--- config.mk ---
export PLATFORM = sky130hd
export DESIGN_NAME = mem_port_arbiter
export DESIGN_NICKNAME = d
export VERILOG_FILES = /design/src/rtl/mem_port_arbiter.sv
export SDC_FILE = /design/constraint.sdc
export NUM_CORES = 1
export LEC_CHECK = 0
export CAP_MARGIN = 30
export CORE_UTILIZATION = 33
export CTS_CLUSTER_DIAMETER = 40
export DETAILED_ROUTE_END_ITERATION = 8
export PLACE_DENSITY = 0.75
export SLEW_MARGIN = 10
export SYNTH_ARGS = -nofsm -noshare
export SYNTH_HDL_FRONTEND = slang
export SYNTH_SLANG_ARGS = --single-unit
--- constraint.sdc ---
create_clock -name CLK -period 1.6 [get_ports CLK]
set_input_delay 0.32 -clock CLK [delete_from_list [all_inputs] [get_ports CLK]]
set_output_delay 0.32 -clock CLK [all_outputs]
set_load 0.05 [all_outputs]
--- src/rtl/mem_port_arbiter.sv ---
// rtl/mem_port_arbiter.sv - two-port arbiter in front of a single-port synchronous-read memory
//
// Purpose:
//   Two requesters (port 0 = processor, port 1 = loader/debug) share one
//   single-port memory. One access is in flight at a time; requests seen
//   while busy are ignored (no queuing).
//   Sequence: IDLE -> ISSUE -> IDLE for writes (one write per 2 cycles),
//   IDLE -> ISSUE -> RDWAIT -> IDLE for reads (one read per 3 cycles).
//
// Build option:
//   MEM_PORT_ARBITER_RR_EN  defined   : contested requests alternate (round robin)
//                           undefined : port 0 always wins a contest
//
// Ports:
//   CLK, RESET               clock, synchronous active-high reset
//   req0/req1                access request per port
//   we0/we1                  1 = write, 0 = read
//   addr0/addr1 [AW]         word address per port
//   wdata0/wdata1 [DW]       write data per port
//   gnt0/gnt1                one-cycle grant pulse (the ISSUE cycle)
//   rvalid0/rvalid1          one-cycle read-data-valid pulse
//   rdata0/rdata1 [DW]       read data, held until the next read of that port
//   mem_en, mem_we           memory strobe and write enable
//   mem_addr, mem_wdata      memory address / write data
//   mem_rdata [DW]           memory read data, valid the cycle after the read strobe
//   busy                     1 whenever the FSM is not IDLE

module mem_port_arbiter #(
  parameter int AW = 12,
  parameter int DW = 16
) (
  input  logic          CLK,
  input  logic          RESET,
  input  logic          req0,
  input  logic          req1,
  input  logic          we0,
  input  logic          we1,
  input  logic [AW-1:0] addr0,
  input  logic [AW-1:0] addr1,
  input  logic [DW-1:0] wdata0,
  input  logic [DW-1:0] wdata1,
  output logic          gnt0,
  output logic          gnt1,
  output logic          rvalid0,
  output logic          rvalid1,
  output logic [DW-1:0] rdata0,
  output logic [DW-1:0] rdata1,
  output logic          mem_en,
  output logic          mem_we,
  output logic [AW-1:0] mem_addr,
  output logic [DW-1:0] mem_wdata,
  input  logic [DW-1:0] mem_rdata,
  output logic          busy
);

  typedef enum logic [1:0] {
    IDLE   = 2'd0,
    ISSUE  = 2'd1,
    RDWAIT = 2'd2
  } state_t;

  state_t        r_state;

  // Latched command of the current winner
  logic          r_cmd_we;
  logic          r_cmd_id;
  logic [AW-1:0] r_cmd_addr;
  logic [DW-1:0] r_cmd_wdata;

  // Registered outputs
  logic          r_gnt0;
  logic          r_gnt1;
  logic          r_rvalid0;
  logic          r_rvalid1;
  logic [DW-1:0] r_rdata0;
  logic [DW-1:0] r_rdata1;
  logic          r_mem_en;
  logic          r_mem_we;
  logic          r_busy;

  logic          w_any_req;
  logic          w_pick1;
  logic          w_win_we;
  logic [AW-1:0] w_win_addr;
  logic [DW-1:0] w_win_wdata;

  assign w_any_req = req0 | req1;

`ifdef MEM_PORT_ARBITER_RR_EN
  logic r_last_winner;

  // Sole requester always wins; on a contest the port that did not win
  // last time goes next.
  assign w_pick1 = req1 & (~req0 | ~r_last_winner);
`else
  // Fixed priority: port 1 only wins when port 0 is not asking.
  assign w_pick1 = req1 & ~req0;
`endif

  assign w_win_we    = w_pick1 ? we1    : we0;
  assign w_win_addr  = w_pick1 ? addr1  : addr0;
  assign w_win_wdata = w_pick1 ? wdata1 : wdata0;

  always_ff @(posedge CLK) begin
    if (RESET) begin
      r_state     <= IDLE;
      r_cmd_we    <= 1'b0;
      r_cmd_id    <= 1'b0;
      r_cmd_addr  <= '0;
      r_cmd_wdata <= '0;
      r_gnt0      <= 1'b0;
      r_gnt1      <= 1'b0;
      r_rvalid0   <= 1'b0;
      r_rvalid1   <= 1'b0;
      r_rdata0    <= '0;
      r_rdata1    <= '0;
      r_mem_en    <= 1'b0;
      r_mem_we    <= 1'b0;
      r_busy      <= 1'b0;
`ifdef MEM_PORT_ARBITER_RR_EN
      r_last_winner <= 1'b1;
`endif
    end else begin
      // Pulsed outputs default low; each state raises what it owns.
      r_gnt0    <= 1'b0;
      r_gnt1    <= 1'b0;
      r_rvalid0 <= 1'b0;
      r_rvalid1 <= 1'b0;
      r_mem_en  <= 1'b0;
      r_mem_we  <= 1'b0;

      case (r_state)
        IDLE: begin
          if (w_any_req) begin
            r_cmd_we    <= w_win_we;
            r_cmd_id    <= w_pick1;
            r_cmd_addr  <= w_win_addr;
            r_cmd_wdata <= w_win_wdata;
            // Grant and strobe are raised here so they are high during ISSUE.
            r_gnt0      <= ~w_pick1;
            r_gnt1      <= w_pick1;
            r_mem_en    <= 1'b1;
            r_mem_we    <= w_win_we;
            r_busy      <= 1'b1;
            r_state     <= ISSUE;
`ifdef MEM_PORT_ARBITER_RR_EN
            r_last_winner <= w_pick1;
`endif
          end
        end

        ISSUE: begin
          if (r_cmd_we) begin
            r_busy  <= 1'b0;
            r_state <= IDLE;
          end else begin
            r_state <= RDWAIT;
          end
        end

        RDWAIT: begin
          // mem_rdata is valid now (one cycle after the read strobe).
          if (r_cmd_id) begin
            r_rdata1  <= mem_rdata;
            r_rvalid1 <= 1'b1;
          end else begin
            r_rdata0  <= mem_rdata;
            r_rvalid0 <= 1'b1;
          end
          r_busy  <= 1'b0;
          r_state <= IDLE;
        end

        default: begin
          r_busy  <= 1'b0;
          r_state <= IDLE;
        end
      endcase
    end
  end

  assign gnt0      = r_gnt0;
  assign gnt1      = r_gnt1;
  assign rvalid0   = r_rvalid0;
  assign rvalid1   = r_rvalid1;
  assign rdata0    = r_rdata0;
  assign rdata1    = r_rdata1;
  assign mem_en    = r_mem_en;
  assign mem_we    = r_mem_we;
  // Address/data come straight from the latched command; qualified by mem_en.
  assign mem_addr  = r_cmd_addr;
  assign mem_wdata = r_cmd_wdata;
  assign busy      = r_busy;

endmodule

==> results.md, run 1 <==
- Required @ worst endpoint: 1.85 ns
- Total number of H-tree levels: 3
- Number of global-route vias before repair: 2,751
- Leakage component of the power: 0.00181 uW
- Final core utilization: a little over half
- Total via count in the routed design: 2,875
- Endpoint kind of the worst setup timing path: flop
- DP HPWL: 5930 um
- Number of antenna violations at the first check in global routing: 0
- Combinational group share of total power: 26.3%
- Die H: 95.6 um
- First-pass GRT wire length: 12,900 um
- Switching power: between 1500 and 2000 uW
- Worst-case reg-to-reg path depth: 4
- Drt pass-1 iters: 4
- Critical Path Source Type: input port
- Ratio of final minimum period to clock period: ~87%
- Endpoints failing setup: 0
- Count of cells resized by post-cts repair: 0
- Wire length on met2: ~3600 um
- Cell area after synthesis: 2890 um^2
- Flip-flop and latch count after synthesis: 71
- Layout net count: around 560
- Total negative setup slack: 0 ns
- Setup repair after global routing missed its margin: false
- Worst Tran Pin Value: ~0.38 ns
- Number of diodes added for antenna fixing: 0
- Fmax: 0.716 GHz
- Maximum clock skew at final layout: 0.00680 ns
- Area of the die: approximately 9100 um^2
- Path type of the worst min-delay path: in -> reg
- Maximum fanout encountered on the critical timing path: 19
- Area of the core region: 8340 um^2
- Clock buffers created by TritonCTS: 9
- Hold buffer count at cts: 0
- Total power after layout: around 4800 uW
- RePlAce Congestion: roughly 0.76
- Port buffer count: around 140
- Overflow left after global routing: 0
- Post-route minimum period: 1.40 ns
- Count of mapped cells out of synthesis: 335
- Clock sinks: 71
- Met1 WL: 3470 um
- Ports: 145
- Number of slew-limit violations in the final report: 0
- PwrDens: 1060 nW/um^2
- Starting density of the core: 34.7%
- Post-synthesis sequential area ratio: 49.2%
- Post-Syn Nets: between 400 and 500
- Number of DRC violations after detailed routing: 0
- CTS tree: done
- Number of maximum-capacitance violations: 0
- Share of total power in the clock network: around a third
- Die W: between 90 and 100 um
- Gr usage total: 18.5%
- Mapped Avg Cell Area: ~8.6 um^2
- Maximum number of pins on one net before global-route repair: 37
- Proportion of layout cells with a drive suffix above 1: a little over a quarter
- Average wire per standard cell: 13.8 um
- Sum of routed wire length over all layers: approximately 8100 um
- IR Drop Worst-Case VDD: 0.487 mV
- Root Driver: sky130_fd_sc_hd__clkbuf_8
- Warnings, synthesis: 0
- Cell depth of the worst hold path: 2
- Worst endpoint data arrival time: approximately 1.6 ns
- Vias per inst: 4.86
- Number of violations reported at the end of detailed-routing iteration 0: 83
- Proportion of power drawn by flip-flops and latches: 40.7%
- Category of the critical setup timing path: in -> reg
- Final Non-Filler Cells: 591
- Maximum root-to-sink buffer count: 2
- Dpl cells: 575
- Final hold viol count: 0
- Count of nets left with antenna violations after detail routing: 0
- Netlist cell types: 28
- Outcome: complete, no violations
- Top routing layer in use: met4
- Clock latency reported for the late side of the worst-skew pair: 0.34 ns
- Internal power component: around 3300 uW
- Met3 layer wire length in the routed design: 908 um
- Post-CTS repair timing setup buffer count: 0
- Relative slew margins: 74.8%
- Std cell rows: 33
- Layout Area Growth over Synthesis: 58.1%
- CTS clock-pin slew for the worst setup and hold paths: about 0.080 ns
- Switching part of the total: 31.8%
routing by layer:
layer / up-vias / GRT usage (%)
li1: 1438 / -
met1: 1295 / 21.1
met2: 134 / 30.1
met3: 8 / 7.66
met4: 0 / 8.33
met5: - / 0
synthesized netlist by cell type:
library cell                count  area [um^2]
sky130_fd_sc_hd__a311oi_2      19          285
sky130_fd_sc_hd__o32ai_2        1         16.3
sky130_fd_sc_hd__a2111oi_0      1         8.76
sky130_fd_sc_hd__nor2b_1        3         18.8
sky130_fd_sc_hd__buf_4          3         22.5
sky130_fd_sc_hd__buf_6          5         56.3
sky130_fd_sc_hd__nor2_1         5         18.8
sky130_fd_sc_hd__and3b_1        1         8.76
sky130_fd_sc_hd__a21oi_1       62          310
sky130_fd_sc_hd__nor3b_4        1         18.8
sky130_fd_sc_hd__dfxtp_1       71         1420
sky130_fd_sc_hd__or3b_1         1         8.76
sky130_fd_sc_hd__a211oi_1       1         7.51
sky130_fd_sc_hd__buf_2         11         55.1
sky130_fd_sc_hd__nor2_2         1         6.26
sky130_fd_sc_hd__inv_1          2         7.51
sky130_fd_sc_hd__buf_1          1         3.75
sky130_fd_sc_hd__clkbuf_2       1         5.00
sky130_fd_sc_hd__a22oi_1        1         7.51
sky130_fd_sc_hd__nor4b_1        1         8.76
sky130_fd_sc_hd__nand3b_1       1         7.51
sky130_fd_sc_hd__nand2b_1       1         6.26
sky130_fd_sc_hd__nand2_1      120          450
sky130_fd_sc_hd__or3_1          1         6.26
sky130_fd_sc_hd__or2_1          1         6.26
sky130_fd_sc_hd__clkbuf_1       9         33.8
sky130_fd_sc_hd__a311oi_1       9         78.8
sky130_fd_sc_hd__and2_1         1         6.26
placed cells by master, fill, tap and decap left out, types with 2 or more instances in the layout:
cell,instances
sky130_fd_sc_hd__a311oi_1,9
sky130_fd_sc_hd__buf_12,6
sky130_fd_sc_hd__inv_1,2
sky130_fd_sc_hd__dfxtp_1,71
sky130_fd_sc_hd__a21oi_1,62
sky130_fd_sc_hd__clkinvlp_4,2
sky130_fd_sc_hd__nand2_1,120
sky130_fd_sc_hd__clkdlybuf4s50_1,76
sky130_fd_sc_hd__buf_4,82
sky130_fd_sc_hd__a311oi_2,19
sky130_fd_sc_hd__nor2b_1,2
sky130_fd_sc_hd__nor2_1,5
sky130_fd_sc_hd__clkinv_4,2
sky130_fd_sc_hd__clkbuf_8,9
sky130_fd_sc_hd__bufinv_16,2
flip-flops by register name (all words and copies together), names as in the netlist:
signal / count
rvalid0: 1
mem_addr: 12
gnt1: 1
mem_en: 1
busy: 1
rvalid1: 1
mem_wdata: 16
r_cmd_we: 1
gnt0: 1
mem_we: 1
r_state: 2
r_cmd_id: 1
rdata1: 16
rdata0: 16
power by group through the flow:
stage	sequential, uW	combinational, uW	clock (uW)
after global routing	1980	1350	1710
after floorplan	2380	390	0
after global placement	2000	1260	0
after CTS	1960	1280	1630
final	1960	1270	1590
after detailed placement	2000	1280	0
per-stage QoR:
stage               instance area (um^2)  setup WS, ns  hold WS [ns]
CTS                                 4570         0.213         0.219
detailed placement                  4350        -0.161         0.444
global placement                    4350        -0.118         0.442
finish                              4570         0.203         0.240
global route                        4570        0.0657         0.240
floorplan                           2890         0.321         0.417
path summary, 6_finish.rpt:
path | from | slack [ns] | end
setup reg to reg | r_state[1] | 0.29 | rdata0[0]
setup / recovery | req0 | 0.20 | mem_wdata[12]
hold / removal | RESET | 0.24 | busy
hold reg to reg | r_cmd_we | 0.46 | r_state[1]
cells by family (layout without fill, tap and decap cells):
| group | after synthesis | count (layout) | synth area share, % |
|---|---|---|---|
| AOI/OAI and AO/OA | 94 | 94 | 24.7 |
| buffers and inverters | 32 | 183 | 6.36 |
| DFF | 71 | 71 | 49.2 |
| and+or+nand+nor | 138 | 138 | 19.8 |
worst max-delay path, stage by stage:
cell and delay (ns):
sky130_fd_sc_hd__clkdlybuf4s50_1 0.44, sky130_fd_sc_hd__or2_1 0.26, sky130_fd_sc_hd__and2_1 0.23, sky130_fd_sc_hd__buf_12 0.18, sky130_fd_sc_hd__a311oi_1 0.20
cell type report:
| cell class | instances | area (um^2) |
|---|---|---|
| Fill cell | 727 | 3770 |
| Tap cell | 105 | 131 |
| Multi-Input combinational cell | 232 | 1290 |
| Clock buffer | 9 | 124 |
| Timing Repair Buffer | 165 | 1500 |
| Inverter | 2 | 7.51 |
| Sequential cell | 71 | 1420 |
| Clock inverter | 7 | 97.6 |
Power figures use the tool's default switching activity.
==> run 2: changes to the inputs <==
--- a/config.mk
+++ b/config.mk
@@ -7,8 +7,10 @@
 export LEC_CHECK = 0
 export CAP_MARGIN = 30
 export CORE_UTILIZATION = 33
+export CTS_BUF_LIST = sky130_fd_sc_hd__clkbuf_8
 export CTS_CLUSTER_DIAMETER = 40
 export DETAILED_ROUTE_END_ITERATION = 8
+export HOLD_SLACK_MARGIN = 0.02
 export PLACE_DENSITY = 0.75
 export SLEW_MARGIN = 10
 export SYNTH_ARGS = -nofsm -noshare
==> constraint.sdc (replaced) <==
create_clock -name CLK -period 1.6 [get_ports CLK]
set_input_delay 0.32 -clock CLK [delete_from_list [all_inputs] [get_ports CLK]]
set_output_delay 0.32 -clock CLK [all_outputs]
set_load 0.01 [all_outputs]
==> run 2 against run 1 <==
Compared with the run above:
- final area grew 3.4%
- critical path type is now reg -> out
- clock skew down 0.0015 ns
- critical path depth is 4 lower
- largest power group unchanged
- via count grew 0.83%
- critical endpoint is now mem_addr[4]
- clock power fell by 11%
- hold slack improved by 0.11 ns
- combinational power shrank 26%
- sequential cell count stayed put
- clock-buffer cell count unchanged
- cell count unchanged
- wire length fell by 0.15%
- highest routed layer unchanged
- fmax is 11% lower
==> results.md, run 2 (same netlist as run 1, synthesis figures left out) <==
- DP HPWL: 5920 um (was 5930 um)
- Clock buffers created by TritonCTS: 9 (unchanged)
- Switching part of the total: 27.3% (was 31.8%)
- Internal power component: 3140 uW (was 3290 uW)
- First-pass GRT wire length: 12,700 um (was 12,900 um)
- Combinational group share of total power: 21.9% (was 26.3%)
- WHS: 0.345 ns (was 0.240 ns)
- Leakage component of the power: 0.00191 uW (was 0.00181 uW)
- Proportion of power drawn by flip-flops and latches: 45.3% (was 40.7%)
- CTS tree: done (unchanged)
- Hold buffer count at cts: 0 (unchanged)
- Clock latency reported for the late side of the worst-skew pair: 0.33 ns (was 0.34 ns)
- Required @ worst endpoint: 1.28 ns (was 1.85 ns)
- Number of maximum-capacitance violations: 0 (unchanged)
- Endpoints failing setup: 0 (unchanged)
- Count of cells resized by post-cts repair: 1 (was 0)
- Gr usage total: 18.1% (was 18.5%)
- Switching power: 1180 uW (was 1540 uW)
- RePlAce Congestion: 0.774 (was 0.757)
- Crit path largest cell delay: 0.56 ns (was 0.44 ns)
- Root Driver: sky130_fd_sc_hd__clkbuf_8 (unchanged)
- Proportion of layout cells with a drive suffix above 1: 12.6% (was 26.3%)
- Maximum fanout encountered on the critical timing path: 2 (was 19)
- Ratio of final minimum period to clock period: 97.8% (was 87.3%)
- Total number of H-tree levels: 3 (unchanged)
- Count of nets left with antenna violations after detail routing: 0 (unchanged)
- Most common cell after layout, fill and taps aside: sky130_fd_sc_hd__clkdlybuf4s50_1 (was sky130_fd_sc_hd__nand2_1)
- Dpl cells: 575 (unchanged)
- Fmax: 0.639 GHz (was 0.716 GHz)
- Vias per inst: 4.91 (was 4.86)
- Post-CTS repair timing setup buffer count: 0 (unchanged)
- Total negative setup slack: 0 ns (unchanged)
- Combined area of the multi-input logic cells: 1290 um^2 (unchanged)
- Std cell rows: 33 (unchanged)
- Worst Tran Pin Value: 0.315 ns (was 0.378 ns)
- Placed inst area: 4490 um^2 (was 4350 um^2)
- Path type of the worst min-delay path: in -> reg (unchanged)
- Maximum number of pins on one net before global-route repair: 39 (was 37)
- Category of cells accounting for the largest share of critical-path delay: buffers and inverters (unchanged)
- Area of the die: 9140 um^2 (unchanged)
- CTS clock-pin slew for the worst setup and hold paths: 0.08 ns (about the same)
- Sum of routed wire length over all layers: 8120 um (was 8140 um)
- IR Drop Worst-Case VDD: 0.459 mV (was 0.487 mV)
- Setup repair after global routing missed its margin: false (unchanged)
- Maximum clock skew at final layout: 0.00528 ns (was 0.00680 ns)
- Share of total power in the clock network: 32.9% (was 33.0%)
- Critical Path Source Type: flop (was input port)
- Worst endpoint data arrival time: 1.24 ns (was 1.64 ns)
- Port buffer count: 144 (unchanged)
- Number of antenna violations at the first check in global routing: 0 (unchanged)
- Starting density of the core: 34.7% (unchanged)
- Endpoint kind of the worst setup timing path: output pin (was flop)
- Layout net count: 559 (unchanged)
- Die H: 95.6 um (unchanged)
- Fillers: 726 (was 727)
- Post-route minimum period: 1.56 ns (was 1.40 ns)
- CP cell instances: clkdlybuf4s50_1 (was clkdlybuf4s50_1, or2_1, and2_1, buf_12, a311oi_1)
- Die W: 95.6 um (unchanged)
- PwrDens: 914 nW/um^2 (was 1060 nW/um^2)
- Ports: 145 (unchanged)
- Number of diodes added for antenna fixing: 0 (unchanged)
- Layout Area Growth over Synthesis: 63.4% (was 58.1%)
- Category of the critical setup timing path: reg -> out (was in -> reg)
- Average wire per standard cell: 13.7 um (was 13.8 um)
- Number of global-route vias before repair: 2,813 (was 2,751)
- FF/Latch Area: 1420 um^2 (unchanged)
- Slowest stage cell on the critical path: sky130_fd_sc_hd__clkdlybuf4s50_1 (unchanged)
- Number of slew-limit violations in the final report: 0 (unchanged)
- Maximum root-to-sink buffer count: 2 (unchanged)
- Clock sinks: 71 (unchanged)
- Overflow left after global routing: 0 (unchanged)
- Number of violations reported at the end of detailed-routing iteration 0: 79 (was 83)
- Area of the core region: 8340 um^2 (unchanged)
- Number of DRC violations after detailed routing: 0 (unchanged)
- Critical path buffer and inverter count: 1 (was 2)
- Final hold viol count: 0 (unchanged)
- Outcome: complete, no violations (unchanged)
- Relative slew margins: 78.5% (was 74.8%)
- Drt pass-1 iters: 4 (unchanged)
- Post-layout instance area: 4730 um^2 (was 4570 um^2)
- Total power after layout: 4320 uW (was 4820 uW)
- Leading cell types in the layout, fill and taps excluded: sky130_fd_sc_hd__clkdlybuf4s50_1, sky130_fd_sc_hd__nand2_1, sky130_fd_sc_hd__dfxtp_1 (was sky130_fd_sc_hd__nand2_1, sky130_fd_sc_hd__buf_4, sky130_fd_sc_hd__clkdlybuf4s50_1)
- Final Non-Filler Cells: 591 (unchanged)
- Total via count in the routed design: 2,899 (was 2,875)
## run 2: cell count changes in the layout (fill, tap and decap cells not counted), sizes merged
cell / previous run / this run
buf: 89 / 22
clkdlybuf4s50: 76 / 127
dlymetal6s2s: 0 / 15
bufinv: 2 / 1
dlygate4sd2: 0 / 1
inv: 2 / 3
## run 2: stage by stage
step	worst slack, ns	utilization [%]
after floorplan	0.330	-
after global placement	-0.122	53.9
after detailed placement	-0.212	53.9
after CTS	0.0126	56.2
after global routing	0.000228	56.7
final	0.0354	56.7
## run 2: final timing paths
path	from	to	slack [ns]	cells past startpoint
min	RESET	mem_addr[5]	0.35	2
max	mem_addr[4]	mem_addr[4]	0.04	1
max reg2reg	r_state[1]	rdata0[4]	0.30	4
min reg2reg	rdata0[11]	rdata0[11]	0.46	2
## run 2: per-layer routing
layer,track usage [%],wire (um),vias to the layer above
met3,6.46,889,4
met2,30.1,3740,128
met4,8.46,63,0
li1,-,-,1440
met5,0,0,-
met1,20.7,3430,1327
## run 2: power groups by stage
stage | Sequential (uW) | Combinational (uW) | Clock (uW)
2_1_floorplan | 2040 | 390 | 0
3_3_place_gp | 1990 | 948 | 0
3_5_place_dp | 2000 | 961 | 0
4_1_cts | 1960 | 962 | 1450
5_1_grt | 1970 | 1020 | 1540
6_report | 1950 | 945 | 1420
## run 2: cell type report
type                       count  share of cell area [%]
timing repair buffer         165                    35.6
multi-input combinational    232                    27.3
sequential                    71                    30.1
tap                          105                    2.78
clock inverter                 7                    1.54
clock buffer                   9                    2.62
inverter                       2                   0.159
## run 2: worst register-to-register path, delay by kind of cell (launching register included)
kind	cells	cell delay (ns)
DFF	1	0.46
and+or+nand+nor	2	0.46
buffers and inverters	1	0.21
AOI/OAI and AO/OA	1	0.06
==> run 3: changes to the inputs <==
--- a/config.mk
+++ b/config.mk
@@ -6,12 +6,14 @@
 export NUM_CORES = 1
 export LEC_CHECK = 0
 export CAP_MARGIN = 30
-export CORE_UTILIZATION = 33
+export CORE_ASPECT_RATIO = 0.5
+export CORE_UTILIZATION = 56
 export CTS_BUF_LIST = sky130_fd_sc_hd__clkbuf_8
 export CTS_CLUSTER_DIAMETER = 40
 export DETAILED_ROUTE_END_ITERATION = 8
+export DONT_BUFFER_PORTS = 1
 export HOLD_SLACK_MARGIN = 0.02
-export PLACE_DENSITY = 0.75
+export PLACE_DENSITY = 0.78
 export SLEW_MARGIN = 10
 export SYNTH_ARGS = -nofsm -noshare
 export SYNTH_HDL_FRONTEND = slang
==> run 3 against run 2 <==
Compared with the run above:
- global-route usage grew 4.0 points
- clock skew grew 0.0038 ns
- clock power shrank 4%
- worst setup slack gained 0.15 ns
- largest power group unchanged
==> results.md, run 3 (same netlist as run 1, synthesis figures left out) <==
- Ratio of final minimum period to clock period: 88.1% (was 97.8%)
- Total negative setup slack: 0 ns (unchanged)
- Number of maximum-capacitance violations: 0 (unchanged)
- CTS tree: done (unchanged)
- Worst endpoint data arrival time: 1.64 ns (was 1.24 ns)
- Cell depth of the worst hold path: 1 (was 2)
- Layout Area Growth over Synthesis: 6.92% (was 63.4%)
- Number of global-route vias before repair: 2,018 (was 2,813)
- Post-layout instance area: 3090 um^2 (was 4730 um^2)
- Area of the core region: 4950 um^2 (was 8340 um^2)
- Endpoint kind of the worst setup timing path: flop (was output pin)
- Die W: 104 um (was 95.6 um)
- Drt pass-1 iters: 4 (unchanged)
- Placed inst area: 2890 um^2 (was 4490 um^2)
- Clock buffers created by TritonCTS: 9 (unchanged)
- Die H: 52.8 um (was 95.6 um)
- DP HPWL: 4250 um (was 5920 um)
- IR Drop Worst-Case VDD: 0.541 mV (was 0.459 mV)
- Maximum clock skew at final layout: 0.00907 ns (was 0.00528 ns)
- Internal power component: 2780 uW (was 3140 uW)
- Critical Path Source Type: flop (unchanged)
- Count of nets left with antenna violations after detail routing: 0 (unchanged)
- Path type of the worst min-delay path: in -> reg (unchanged)
- Post-route minimum period: 1.41 ns (was 1.56 ns)
- Starting density of the core: 58.4% (was 34.7%)
- Category of the critical setup timing path: reg -> reg (was reg -> out)
- Leakage component of the power: 0.00108 uW (was 0.00191 uW)
- Maximum fanout encountered on the critical timing path: 17 (was 2)
- Required @ worst endpoint: 1.83 ns (was 1.28 ns)
- RePlAce Congestion: 0.783 (was 0.774)
- Overflow left after global routing: 0 (unchanged)
- Number of antenna violations at the first check in global routing: 0 (unchanged)
- Std cell rows: 18 (was 33)
- Sum of routed wire length over all layers: 6280 um (was 8120 um)
- Port buffer count: 0 (was 144)
- Share of total power in the clock network: 35.8% (was 32.9%)
- Average wire per standard cell: 15.6 um (was 13.7 um)
- Leading cell types in the layout, fill and taps excluded: sky130_fd_sc_hd__nand2_1, sky130_fd_sc_hd__dfxtp_1, sky130_fd_sc_hd__a21oi_1 (was sky130_fd_sc_hd__clkdlybuf4s50_1, sky130_fd_sc_hd__nand2_1, sky130_fd_sc_hd__dfxtp_1)
- Layout net count: 405 (was 559)
- Worst-case reg-to-reg path depth: 3 (was 4)
- Final hold viol count: 0 (unchanged)
- Post-CTS repair timing setup buffer count: 0 (unchanged)
- PwrDens: 1230 nW/um^2 (was 914 nW/um^2)
- Endpoints failing setup: 0 (unchanged)
- Number of violations reported at the end of detailed-routing iteration 0: 136 (was 79)
- Switching power: 1020 uW (was 1180 uW)
- Proportion of layout cells with a drive suffix above 1: 14.5% (was 12.6%)
- Relative slew margins: 60.2% (was 78.5%)
- Number of slew-limit violations in the final report: 0 (unchanged)
- Worst Tran Pin Value: 0.597 ns (was 0.315 ns)
- Root Driver: sky130_fd_sc_hd__clkbuf_8 (unchanged)
- Maximum number of pins on one net before global-route repair: 70 (was 39)
- Setup repair after global routing missed its margin: false (unchanged)
- Number of diodes added for antenna fixing: 0 (unchanged)
- Total via count in the routed design: 2,317 (was 2,899)
- Gr usage total: 22.1% (was 18.1%)
- Most common cell after layout, fill and taps aside: sky130_fd_sc_hd__nand2_1 (was sky130_fd_sc_hd__clkdlybuf4s50_1)
- Fmax: 0.709 GHz (was 0.639 GHz)
- Total number of H-tree levels: 3 (unchanged)
- Area of the die: 5470 um^2 (was 9140 um^2)
- Maximum root-to-sink buffer count: 2 (unchanged)
- Combinational group share of total power: 10.8% (was 21.9%)
- Clock latency reported for the late side of the worst-skew pair: 0.34 ns (was 0.33 ns)
- Switching part of the total: 26.8% (was 27.3%)
- CTS clock-pin slew for the worst setup and hold paths: 0.07 ns (was 0.08 ns)
- Vias per inst: 5.76 (was 4.91)
- Outcome: complete, no violations (unchanged)
- Clock sinks: 71 (unchanged)
- Ports: 145 (unchanged)
- Number of DRC violations after detailed routing: 0 (unchanged)
- First-pass GRT wire length: 9340 um (was 12,700 um)
- Proportion of power drawn by flip-flops and latches: 53.5% (was 45.3%)
[run 3: cell types whose count changed in the layout (fill, tap and decap cells not counted), moves of 3 or more]
cell,change
sky130_fd_sc_hd__clkdlybuf4s50_1,-127
sky130_fd_sc_hd__dlymetal6s2s_1,-15
sky130_fd_sc_hd__buf_4,-8
sky130_fd_sc_hd__buf_12,-3
[run 3: critical path, stage by stage, from the launching register on]
cell                      delay, ns
sky130_fd_sc_hd__dfxtp_1       0.45
sky130_fd_sc_hd__or3b_1        0.62
sky130_fd_sc_hd__nand2_1       0.17
sky130_fd_sc_hd__a21oi_1       0.07
[run 3: power groups by stage]
stage	Clock (uW)	Sequential [uW]	Combinational (uW)
2_1_floorplan	0	2040	390
3_3_place_gp	0	2070	391
3_5_place_dp	0	2070	408
4_1_cts	1390	2030	406
5_1_grt	1460	2040	453
6_report	1360	2030	408
[run 3: final cells by class]
class	count	area [um^2]
fill	452	1860
sequential	71	1420
multi-input combinational	232	1290
clock buffer	9	124
timing repair buffer	11	97.6
tap	70	87.6
clock inverter	7	65.1
inverter	2	7.51
[run 3: what timing repair did]
| item | CTS | global route |
|---|---|---|
| endpoints found under the hold margin | 0 | 1 |
| gates resized for setup | 0 | 0 |
| hold buffers | 0 | 1 |
| endpoints found under the setup margin | 0 | 0 |
[run 3: worst paths after layout]
path / endpoint / startpoint / slack, ns
max: rdata0[11] / r_state[1] / 0.19
min: mem_addr[10] / RESET / 0.04
max reg2reg: rdata0[11] / r_state[1] / 0.19
min reg2reg: r_state[1] / r_cmd_we / 0.45
[run 3: layer usage]
layer	vias up	track usage, %	wire length (um)
met3	5	10.4	651
met5	-	0	0
met1	1077	24.8	2610
met4	0	8.94	51
met2	102	37.1	2960
li1	1133	-	-
[run 3: through the flow]
stage                     cells  power [uW]  setup slack [ns]  hold slack, ns  utilization (%)
after CTS                   401        3830             0.184          0.0224             62.2
final                       402        3790             0.190          0.0442             62.4
after detailed placement    385        2480             0.192           0.394             58.4
after global routing        402        3960            0.0576          0.0204             62.4
after global placement      385        2460             0.194           0.394             58.4
after floorplan             335        2430             0.330           0.417                -
